[src/rtl/sha256_pkg.sv]
// Shared SHA-256 constants and the padder state encoding.
package sha256_pkg;

    localparam int BLOCK_W     = 512;
    localparam int LEN_W       = 64;
    localparam int BLOCK_BYTES = BLOCK_W / 8;
    localparam int LEN_OFS     = (BLOCK_W - LEN_W) / 8;
    localparam logic [7:0] PAD_BYTE = 8'h80;

    typedef enum logic [2:0] {
        COLLECT,
        OUT_DATA,
        PAD,
        OUT_PAD1,
        LEN,
        OUT_FINAL
    } padder_state_t;

endpackage

[src/rtl/sha256_padder.sv]
// Byte-stream front end of the SHA-256 core: packs bytes big-endian into
// 512-bit blocks and appends the 0x80 / zero-fill / 64-bit length padding.
module sha256_padder
    import sha256_pkg::*;
(
    input  logic               clk,
    input  logic               rst_n,
    input  logic               in_valid,
    output logic               in_ready,
    input  logic [7:0]         in_data,
    input  logic               in_last,
    output logic               blk_valid,
    input  logic               blk_ready,
    output logic [BLOCK_W-1:0] blk_data,
    output logic [LEN_W-1:0]   bitlen
);

    padder_state_t      state;
    logic [6:0]         idx;
    logic               in_msg;
    logic [BLOCK_W-1:0] buffer;
    logic [BLOCK_W-1:0] collect_buf;
    logic [BLOCK_W-1:0] pad_buf;
    logic [BLOCK_W-1:0] len_buf;
    logic               accept;

    assign in_ready = (state == COLLECT);
    assign accept   = in_valid && in_ready;
    assign blk_data = buffer;

    // The first byte of a message starts from an all-zero buffer; later bytes
    // overlay onto whatever has been collected so far.
    for (genvar k = 0; k < BLOCK_BYTES; k++) begin : g_lane
        localparam int HI = BLOCK_W - 1 - 8 * k;

        assign collect_buf[HI -: 8] = (idx == 7'(k)) ? in_data
                                    : (in_msg ? buffer[HI -: 8] : 8'h00);

        if (k < LEN_OFS) begin : g_data
            assign pad_buf[HI -: 8] = (idx == 7'(k)) ? PAD_BYTE : buffer[HI -: 8];
        end else begin : g_len
            localparam int LHI = LEN_W - 1 - 8 * (k - LEN_OFS);
            assign pad_buf[HI -: 8] = (idx <= 7'(LEN_OFS - 1)) ? bitlen[LHI -: 8]
                                    : ((idx == 7'(k)) ? PAD_BYTE : buffer[HI -: 8]);
        end
    end

    // A message ending exactly on a block boundary still owes the 0x80 marker.
    assign len_buf = {(idx == 7'(BLOCK_BYTES)) ? PAD_BYTE : 8'h00,
                      {(BLOCK_W - LEN_W - 8){1'b0}},
                      bitlen};

    always_ff @(posedge clk or negedge rst_n) begin
        if (!rst_n) begin
            state     <= COLLECT;
            idx       <= '0;
            in_msg    <= 1'b0;
            buffer    <= '0;
            bitlen    <= '0;
            blk_valid <= 1'b0;
        end else begin
            case (state)
                COLLECT: begin
                    if (accept) begin
                        buffer <= collect_buf;
                        idx    <= idx + 7'd1;
                        bitlen <= in_msg ? bitlen + 64'd8 : 64'd8;
                        in_msg <= !in_last;
                        if (in_last) begin
                            state <= PAD;
                        end else if (idx == 7'(BLOCK_BYTES - 1)) begin
                            state     <= OUT_DATA;
                            blk_valid <= 1'b1;
                        end
                    end
                end
                OUT_DATA: begin
                    if (blk_ready) begin
                        buffer    <= '0;
                        idx       <= '0;
                        blk_valid <= 1'b0;
                        state     <= COLLECT;
                    end
                end
                PAD: begin
                    buffer    <= pad_buf;
                    blk_valid <= 1'b1;
                    state     <= (idx <= 7'(LEN_OFS - 1)) ? OUT_FINAL : OUT_PAD1;
                end
                OUT_PAD1: begin
                    if (blk_ready) begin
                        blk_valid <= 1'b0;
                        state     <= LEN;
                    end
                end
                LEN: begin
                    buffer    <= len_buf;
                    blk_valid <= 1'b1;
                    state     <= OUT_FINAL;
                end
                OUT_FINAL: begin
                    if (blk_ready) begin
                        blk_valid <= 1'b0;
                        idx       <= '0;
                        state     <= COLLECT;
                    end
                end
                default: begin
                    state     <= COLLECT;
                    blk_valid <= 1'b0;
                end
            endcase
        end
    end

endmodule

[config.mk]
export PLATFORM = sky130hd
export DESIGN_NAME = sha256_padder
export DESIGN_NICKNAME = d
export VERILOG_FILES = /design/src/rtl/sha256_pkg.sv /design/src/rtl/sha256_padder.sv
export SDC_FILE = /design/constraint.sdc
export NUM_CORES = 1
export LEC_CHECK = 0
export BUFFER_PORTS_ARGS = -buffer_cell sky130_fd_sc_hd__buf_2
export CORE_AREA = 5 5 225 227
export DETAILED_ROUTE_END_ITERATION = 10
export DIE_AREA = 0 0 230 232
export PLACE_DENSITY = 0.75
export SLEW_MARGIN = 30
export SYNTH_ARGS = -nofsm -noshare
export SYNTH_HDL_FRONTEND = slang
export SYNTH_SLANG_ARGS = --single-unit
export TNS_END_PERCENT = 1
[constraint.sdc]
create_clock -name clk -period 2.71 [get_ports clk]
set_input_delay 0.4065 -clock clk [delete_from_list [all_inputs] [get_ports clk]]
set_output_delay 0.4065 -clock clk [all_outputs]
set_load 0.05 [all_outputs]
==> flow_metrics.tcl <==
set metrics [dict create \
    run_status "finished clean" \
    vias_per_cell 6.091 \
    ys_seq_area_share_pct 60.20 \
    h-tree-depth 2 \
    ys_types 62 \
    p_per_area_mw_per_mm2 980.3 \
    fin_area_mm2 0.03075 \
    hold_start "in_last" \
    ys.flop_type "dfrtp_1" \
    end_kind "flip-flop" \
    clkSinkCount 585 \
    met1_usage_pct 41.82 \
    cts_tree "built" \
    grtUsageMet2_pct 56.46 \
    synthCells 2454 \
    setup-violations-final 0 \
    gr-usage-met3_pct 8.034 \
    rsz0062_at_grt "true" \
    worstRegToRegCells 6 \
    netlist.area_leader.share_pct 60.20 \
    ys_warn_count 0 \
    drtIter0Drc 2405 \
    fillCellCount 4053 \
    regToRegSetupSlack_ns 0.05 \
    r2r_end "blk_data[27]$_DFFE_PN0P_" \
    syn-cell-area_mm2 0.02432 \
    fin_cells 3760 \
    place_ws_ns 0.1314 \
    fp.dieH_um 232 \
    reg2reg_from "state[0]$_DFFE_PN0P_" \
    fp.dieW_um 230 \
    slew-limit-headroom_pct 28.63 \
    cp.required_ns 3.21 \
    grt_overflow 0 \
    postSynth.asyncResetShare_pct 100.0 \
    ios 591 \
    holdCritPathClass "input pin to flip-flop" \
    antenna_found_initial 4 \
    postPlaceCellArea_mm2 0.02872 \
    core-area_mm2 0.04844 \
    dpl.cell_count 3647 \
    track_usage_pct 33.99 \
    synth_edf_count 0 \
    crit_slowest_cell "nor2_1" \
    area_delta_synth_final_pct 26.47 \
    p_total_mw 30.15 \
    io_buffers 587 \
    cts-root-buf "clkbuf_16" \
    fin_skew_ns 0.01875 \
    ys_top_cells_by_area "dfrtp_1 (60%), o21ai_0 (9.8%), nand2_1 (8.6%)" \
    clock_latency_ns 0.63 \
    start_kind "flip-flop" \
    vias 22901 \
    num_rows 81 \
    fin_ws_ns 0.04659 \
    whs_ns 0.1008 \
    critical_path.max_fanout 21 \
    cts_setup_buffers 0 \
    final_hold_viol_count 0 \
    place.gp.congestion 0.9540 \
    grt_pass1_vias 22599 \
    grt_max_degree 94 \
    p_leak_nw 15.41 \
    hold_end "in_msg$_DFFE_PN0P_" \
    postRouteAntennaNets 0 \
    worst-setup-path-type "flip-flop to flip-flop" \
    fin_crit_sh_pct 98.28 \
    cts_buffers 59 \
    cp_cell_sequence "buf_4 > nand2b_1 > a21oi_4 > nor2_1 > a21oi_1 > mux2_2" \
    wire_per_inst_um 24.92 \
    slowest_delay_ns 0.82 \
    syn_area_per_cell_um2 9.909 \
    peakVddDrop_mv 0.5463 \
    cp.arrival_ns 3.16 \
    tns_ns 0 \
    fmax_mhz 375.5 \
    drc 0 \
    drt-total-wl_um 93690 \
    dieArea_mm2 0.05336 \
    final_common_cell "buf_2" \
    layout_min_cycle_time_ns 2.663 \
    whs_path_depth 2 \
    synth.ff_latch_count 585 \
    synth_largest_area_cell "dfrtp_1" \
    drv_cap 0 \
    crit_family "simple AND/OR/NAND/NOR gates" \
    dp_hpwl_um 67460 \
    dr.pass1.iters 6 \
    post-route-util_pct 63.48 \
    drv_slew 0 \
    final_nets 3105 \
    crit_buf_inv 1 \
    layout_common_cells "buf_2 (586), dfrtp_1 (585), nand2_1 (559)" \
    initial_core_util_pct 50.19 \
    tightest_slew_ns 1.067 \
    clock_path_buffers 3 \
    drive_gt1_share_pct 28.82 \
    clkTransAtPathRegs_ns 0.06 \
    grt_pass1_wl_um 140400 \
    startpoint "state[0]$_DFFE_PN0P_" \
    top_usage_layer "met2" \
]
cells by family after synthesis:
family | synth area share (%)
XOR/XNOR | 0.6483
adder cells (fa/ha/maj) | 0.2573
other | 0.01542
flip-flops | 60.20
AND/OR/NAND/NOR | 15.96
multiplexers | 2.912
buffers and inverters | 2.537
AO/OA/AOI/OAI | 17.47
registers in the layout, summed over array words and instances (netlist names):
name and count:
blk_data 512, idx 7, in_msg 1, state 3
blk_valid 1, bitlen 61
where the power goes:
part | switching (mW) | leakage (nW) | internal, mW
logic | 9.44 | 6.28 | 2.47
registers | 0.532 | 8.14 | 9.35
clock network | 3.48 | 0.993 | 4.87
total | 13.5 | 15.4 | 16.7
cell usage after synthesis (all sizes together), types with 7 or more instances:
cell type,count
a21o,11
a21oi,103
a22o,10
and2,7
and3,10
buf,22
clkbuf,113
dfrtp,585
inv,20
mux2,62
nand2,559
nand2b,11
nand3,47
nand4,31
nand4bb,7
nor2,107
nor3,17
nor4,11
o21ai,476
o22ai,56
o2bb2ai,49
o31ai,25
or3,15
or4,19
xnor2,10
xor2,8
cell type report:
| type | count | area (um^2) | area share, % |
|---|---|---|---|
| clock buffer | 90 | 1763 | 5.733 |
| inverter | 20 | 75.07 | 0.2441 |
| clock inverter | 21 | 240.2 | 0.7812 |
| timing repair buffer | 705 | 4049 | 13.17 |
| antenna | 1 | 2.502 | 0.008137 |
| multi-input combinational | 1716 | 9205 | 29.93 |
| sequential | 585 | 14640 | 47.60 |
| tap | 622 | 778.2 | 2.531 |
worst max-delay path by stage:
stage,to,depth (start not counted)
after global placement,bitlen[61]$_DFFE_PN0P_,7
after global routing,blk_data[26]$_DFFE_PN0P_,6
after floorplan,bitlen[55]$_DFFE_PN0P_,9
after CTS,blk_data[38]$_DFFE_PN0P_,7
after detailed placement,blk_data[7]$_DFFE_PN0P_,7
final,blk_data[27]$_DFFE_PN0P_,6
per-layer routing:
layer  vias up  part of all wire, %
li1       9888                    -
met1     11350                   36
met2      1326                   48
met5         -                0.058
met4         6                  6.1
met3       331                  9.1
repair_timing:
action,4_1_cts,5_1_grt
endpoints found under the setup margin,0,19
endpoints found under the hold margin,72,0
hold buffers,1,0
gates resized for setup,0,3
worst register-to-register path, delay by kind of cell, from the launching register on:
family | cells | cell delay, ns
simple gates | 2 | 1.02
buf+inv | 1 | 0.29
compound gates | 2 | 0.49
flops | 1 | 0.36
mux | 1 | 0.39
No activity file was read; power rests on OpenSTA's default activity.
